### src/rtl/csa_resolve_pkg.sv
// rtl/csa_resolve_pkg.sv - shared widths and stage record for the carry-save resolver
package csa_resolve_pkg;

    localparam int CSA_DATA_W  = 64;
    localparam int CSA_CHUNK_W = 16;
    localparam int CSA_N_STG   = CSA_DATA_W / CSA_CHUNK_W;

    typedef struct packed {
        logic                  valid;
        logic [CSA_DATA_W-1:0] psum;
        logic                  carry;
        logic [CSA_DATA_W-1:0] s_rem;
        logic [CSA_DATA_W:0]   c_rem;
    } stg_t;

endpackage

### src/rtl/csa_slice_add.sv
// rtl/csa_slice_add.sv - combinational W-bit adder with carry-in and carry-out
module csa_slice_add #(
    parameter int W = 16
) (
    input  logic [W-1:0] i_a,
    input  logic [W-1:0] i_b,
    input  logic         i_ci,
    output logic [W-1:0] o_sum,
    output logic         o_co
);

    assign {o_co, o_sum} = {1'b0, i_a} + {1'b0, i_b} + {{W{1'b0}}, i_ci};

endmodule

### src/rtl/csa_resolve.sv
// rtl/csa_resolve.sv - pipelined carry-propagate resolution of a carry-save s/c pair
module csa_resolve
    import csa_resolve_pkg::*;
#(
    parameter int DATA_W  = CSA_DATA_W,
    parameter int CHUNK_W = CSA_CHUNK_W
) (
    input  logic              clk,
    input  logic              rst_n,
    input  logic              in_valid,
    output logic              in_ready,
    input  logic [DATA_W-1:0] s,
    input  logic [DATA_W:0]   c,
    output logic              out_valid,
    input  logic              out_ready,
    output logic [DATA_W+1:0] sum
);

    localparam int N_STG = DATA_W / CHUNK_W;

    logic w_adv;

    // One global enable: the whole pipe freezes when the last stage cannot drain.
    assign w_adv    = !out_valid || out_ready;
    assign in_ready = w_adv;

    for (genvar k = 0; k < N_STG; k++) begin : g_stg
        stg_t               w_prev;
        stg_t               w_next;
        stg_t               r_q;
        logic [CHUNK_W-1:0] w_sum;
        logic               w_co;

        if (k == 0) begin : g_first
            assign w_prev = '{valid: in_valid, psum: '0, carry: 1'b0, s_rem: s, c_rem: c};
        end else begin : g_rest
            assign w_prev = g_stg[k-1].r_q;
        end

        csa_slice_add #(.W(CHUNK_W)) u_add (
            .i_a   (w_prev.s_rem[k*CHUNK_W +: CHUNK_W]),
            .i_b   (w_prev.c_rem[k*CHUNK_W +: CHUNK_W]),
            .i_ci  (w_prev.carry),
            .o_sum (w_sum),
            .o_co  (w_co)
        );

        always_comb begin
            w_next                            = w_prev;
            w_next.psum[k*CHUNK_W +: CHUNK_W] = w_sum;
            w_next.carry                      = w_co;
        end

        always_ff @(posedge clk or negedge rst_n) begin
            if (!rst_n) begin
                r_q <= '0;
            end else if (w_adv) begin
                r_q <= w_next;
            end
        end
    end

    stg_t       w_last;
    logic [1:0] w_hi;
    logic       w_unused_bits;

    assign w_last        = g_stg[N_STG-1].r_q;
    assign w_hi          = 2'(w_last.c_rem[DATA_W]) + 2'(w_last.carry);
    assign out_valid     = w_last.valid;
    assign sum           = {w_hi, w_last.psum[DATA_W-1:0]};
    // Operand bits already consumed by earlier stages are dead at the output.
    assign w_unused_bits = &{1'b0, w_last.s_rem, w_last.c_rem[DATA_W-1:0]};

endmodule

### config.mk
export PLATFORM = sky130hd
export DESIGN_NAME = csa_resolve
export DESIGN_NICKNAME = d
export VERILOG_FILES = /design/src/rtl/csa_resolve_pkg.sv /design/src/rtl/csa_slice_add.sv /design/src/rtl/csa_resolve.sv
export SDC_FILE = /design/constraint.sdc
export NUM_CORES = 1
export LEC_CHECK = 0
export ABC_CLOCK_PERIOD_IN_PS = 5130
export BUFFER_PORTS_ARGS = -buffer_cell sky130_fd_sc_hd__buf_2
export CAP_MARGIN = 0
export CORE_ASPECT_RATIO = 0.7
export CORE_UTILIZATION = 60
export DETAILED_ROUTE_END_ITERATION = 7
export GPL_TIMING_DRIVEN = 0
export PLACE_DENSITY = 0.8
export SKIP_CTS_REPAIR_TIMING = 1
export SKIP_LAST_GASP = 1
export SLEW_MARGIN = 20
export SYNTH_ARGS = -nofsm -noshare
export SYNTH_HDL_FRONTEND = slang
export SYNTH_SLANG_ARGS = --single-unit
### constraint.sdc
create_clock -name clk -period 5.13 [get_ports clk]
set_input_delay 1.539 -clock clk [delete_from_list [all_inputs] [get_ports clk]]
set_output_delay 1.539 -clock clk [all_outputs]
set_load 0.05 [all_outputs]
Word-level counts from Yosys, hierarchy flattened:

Cells that the tools add are included.

* add/subtract/negate cells: 8
* multipliers: 0
* divide/modulo/power cells: 0
* order comparisons: 0
* eq/ne operators: 0
* shift-type cells: 0
* muxes and demuxes: 0
* bitwise logic cells: 0
* reductions and logical operators: 2

Operator list (count)
* $add A16 B16 Y17: 4
* $add A17 B1 Y17: 3
* $add A1 B1 Y2: 1
* $logic_not A1 Y1: 1
* $logic_or A1 B1 Y1: 1

* register bits: 620
* bits in latches: 0
* memory bits (writable): 0
* ROM bits: 0
* input port bits: 133
* word-level logic and storage cells: 29
* memories: 0

Depth between registers and ports, before layout:

* depth in word-level cells: 2
* gate-level depth with buffers: 8

By module:

A second synthesis with hierarchy kept.

* cell total of the unflattened synthesis: 1198
* area, all modules: 17192.7 µm²

By module, submodules not included
* csa_resolve: instances 1, cells an instance 836, area each 14247.4 µm²
* csa_slice_add at g_stg[1].u_add ...: instances 2, cells an instance 89, area each 733.2 µm²
* csa_slice_add at g_stg[0].u_add: instances 1, cells an instance 93, area each 752.0 µm²
* csa_slice_add at g_stg[3].u_add: instances 1, cells an instance 91, area each 726.9 µm²

Least setup slack after synthesis:

No wires, ideal clock.

* path type: input-to-output
* start point: input out_ready
* end point: output in_ready
* arrival time: 2606 ps
* required time: 3591 ps
* path slack: 985 ps
* cell stages on the path: 4
* path through: nor2b_1 inv_2 clkbuf_1 clkbuf_1

* word-level cells in the longest chain between the ends: 1

Ends and longest elaborated chain
* start: declaration: RTL line csa_resolve.sv:15 `input logic out_ready,`
* $logic_or A1 B1 Y1: RTL line csa_resolve.sv:24 `assign w_adv = !out_valid || out_ready;`
* end: declaration: RTL line csa_resolve.sv:11 `output logic in_ready,`

Every way passes these cells.

Worst setup path after layout:

Same ends and word-level chain as after synthesis.

==> summary.md <==
| Metric | Value |
|---|---|
| Status | `completed` |
| Main combinational cell family by area after synthesis | `simple AND/OR/NAND/NOR gates` |
| Power density over the cells | `roughly 700 nW/µm²` |
| Cell Rows | `50` |
| Relative slew slack | `between 20% and 30%` |
| Max cap viols | `0` |
| Drt via density | `5.476` |
| Vias in the first global route | `13610` |
| Worst R2R End | `g_stg[1].r_q[156]$_DFFE_PN0P_` |
| Die height | `~140 µm` |
| Total Power | `between 10000 and 15000 µW` |
| Final wirelength | `between 40000 and 50000 µm` |
| Initial Utilization | `a little over 60%` |
| # DRC | `0` |
| Layout cells sized above 1 | `between 10% and 20%` |
| Hold endpoint | `g_stg[1].r_q[113]$_DFFE_PN0P_` |
| Final ANT Viol Nets | `0` |
| Syn Nets | `2131` |
| Vias post-DR | `between 10000 and 15000` |
| R2R Setup Slk | `between 2 and 2.5 ns` |
| Mapped cell area | `16850 µm²` |
| WL per Instance | `17.26 µm` |
| CP Launch Type | `primary input` |
| TritonCTS clock tree | `built` |
| DP HPWL | `between 30000 and 40000 µm` |
| First drt pass iteration count | `7` |
| Mapped Cells | `1929` |
| Syn avg cell area | `between 8 and 9 µm²` |
| Tcrit/Tclk final | `97.32%` |
| Min Tclk post-route | `roughly 5.0 ns` |
| Pin count of the biggest net entering global routing | `99` |
| Post-synth top flop | `dfrtp_1` |
| R2r startpoint | `g_stg[0].r_q[16]$_DFFE_PN0P_` |
| Seq/Total Area, Yosys | `between 50% and 60%` |
| Worst Max-Slew Pin Slew | `between 1 and 1.5 ns` |
| Antenna Cells | `0` |
| Final core occ | `a little under three quarters` |
| Clock tree root driver cell | `clkbuf_16` |
| Async set-reset flop share out of synthesis | `between 90% and 100%` |
| First-pass GRT wire length | `a little over 70000 µm` |
| CP Class | `in -> out` |
| CP Capture Type | `output pin` |
| Reg2reg path depth | `8` |
| Initial antenna violation count | `0` |
| Core area | `around 27000 µm²` |
| Final-report max-slew violation count | `0` |
| Register bit count reported by yosys | `~360` |
| Final Worst Setup Slack | `0.1374 ns` |
| Post-synth EDFFs | `0` |
| Synth top area share | `between 50% and 60%` |
| Iter 0 DRT Violations | `roughly 1200` |
| Compound-Gate Fraction of Synth Area | `under 10%` |
| Final nets | `about 2400` |
| H-tree levels | `2` |
| RSZ-0062 raised after global routing | `no` |
| Clock skew | `0.01967 ns` |
| YS warnings | `0` |
| Syn-to-layout area delta | `15.76%` |
| Post-synth cell types | `between 50 and 60` |
| Die ar. | `roughly 29000 µm²` |
| Most common cell in the netlist | `nand2_1` |
| Fmax | `roughly 200 MHz` |
| Xor and xnor area share after synthesis | `roughly 2.2%` |
| Leakage | `between 0.01 and 0.015 µW` |
| Min-Delay Startpoint | `g_stg[1].r_q[113]$_DFFE_PN0P_` |
| VDD IR max | `between 0.0004 and 0.0005 V` |
| Fillers | `2123` |
| Simple-Gate Fraction of Synth Area | `between 20% and 30%` |
| Min-Delay Path Depth | `2` |
| CTS Buf Count | `35` |
| CTS sink cnt | `364` |
| Die extent in x | `202.3 µm` |
| Clock-pin slew on the worst setup and hold paths | `about 0.06 ns` |
| CP Data Required Time | `about 3.6 ns` |
| GRT overflow | `0` |
| Final hold violation count | `0` |
| Critical path fanouts, max | `10` |
| Yosys top cell by area | `dfrtp_1` |
| Clock Latency Late Sink | `0.53 ns` |
| Routability congestion estimate | `0.9067` |
| Multiplexer share of the synthesized area | `less than 1%` |
| Clk buf depth | `3` |
| I/O pin count | `around 200` |
| Worst min path class | `reg -> reg` |
| Worst hold slack | `0.4690 ns` |
| Post-Place Worst Slack | `about 0.25 ns` |
| Port Buffers | `200` |
| Critical Path AT | `between 3 and 4 ns` |
| Most instantiated cells after synthesis | `955 x nand2_1, 364 x dfrtp_1, 79 x clkbuf_1` |
| Post-Synth Adder-Cell Area | `approximately 5.4%` |
| Final setup viols | `0` |
| Overall Global Routing Usage | `between 30% and 40%` |
| Ranking of synthesized cells by area | `dfrtp_1 54%, nand2_1 21%, ha_1 4.6%` |
-- cell usage in the layout, fill, tap and decap left out, types with 7 or more instances in the layout --
master,Yosys,routed
nand2_1,955,955
nor3_1,13,13
a211oi_1,7,7
clkbuf_16,0,37
nor2_1,53,53
nand3_1,13,13
dfrtp_1,364,364
fa_1,7,7
buf_2,0,199
a21o_1,31,31
o31ai_1,7,7
clkbuf_8,0,7
buf_4,64,64
xnor2_1,20,20
xor2_1,23,23
ha_1,62,62
a31oi_1,11,11
inv_1,12,12
and2_1,7,7
o21ai_0,38,38
a21oi_1,68,68
clkbuf_1,79,87
-- cell families (layout without fill, tap and decap cells) --
kind of cell	Yosys count	after routing
multiplexers	3	3
XOR/XNOR	43	43
buffers and inverters	162	423
adder cells (fa/ha/maj)	69	69
flip-flops	364	364
AND/OR/NAND/NOR	1077	1077
AO/OA/AOI/OAI	211	211
-- layer usage --
metal	vias to the layer above	track usage (%)	part of all wire (%)
met5	-	0	0
met4	0	9.497	2.6
met3	78	6.067	7.5
met2	520	48.20	44
met1	6774	46.34	46
li1	6614	-	-
-- area by class of cell --
class | instances | area, µm² | area share [%]
Timing Repair Buffer | 203 | 1094 | 5.605
Multi-Input combinational cell | 1403 | 6895 | 35.35
Tap cell | 364 | 455.4 | 2.335
Inverter | 13 | 48.80 | 0.2501
Buffer | 149 | 799.5 | 4.098
Clock buffer | 52 | 1052 | 5.394
Sequential cell | 364 | 9109 | 46.69
Clock inverter | 6 | 55.05 | 0.2822
-- critical path: stages --
cell	delay [ns]
buf_2	0.07
nor2b_1	0.10
inv_2	0.14
clkbuf_1	0.56
clkbuf_1	0.64
buf_2	0.39
-- through the flow --
step           std cells  instance area (µm²)   TNS, ns
3_3_place_gp        2493                18310  -1545.77
2_1_floorplan       1929                16850         0
5_1_grt             2554                19510         0
3_5_place_dp        2496                18400         0
6_report            2554                19510         0
4_1_cts             2554                19510         0
-- flip-flops by register name, summed over array words and instances (netlist names) --
signal / cells
sum: 64
out_valid: 1
g_stg.r_q: 299
-- where the power goes --
group          leakage [µW]  internal, µW  switching, µW
sequential          0.00438          4130            790
clock              0.000549          1460           1070
combinational       0.00551          2180           4050
total                0.0104          7770           5920
-- worst max-delay path by stage --
stage	start	endpoint	depth (start not counted)
floorplan	out_ready	in_ready	4
global placement	rst_n	g_stg[0].r_q[37]$_DFFE_PN0P_	1
detailed placement	out_ready	in_ready	6
CTS	out_ready	in_ready	6
global route	out_ready	in_ready	6
finish	out_ready	in_ready	6
(Power assumes the default switching activity.)
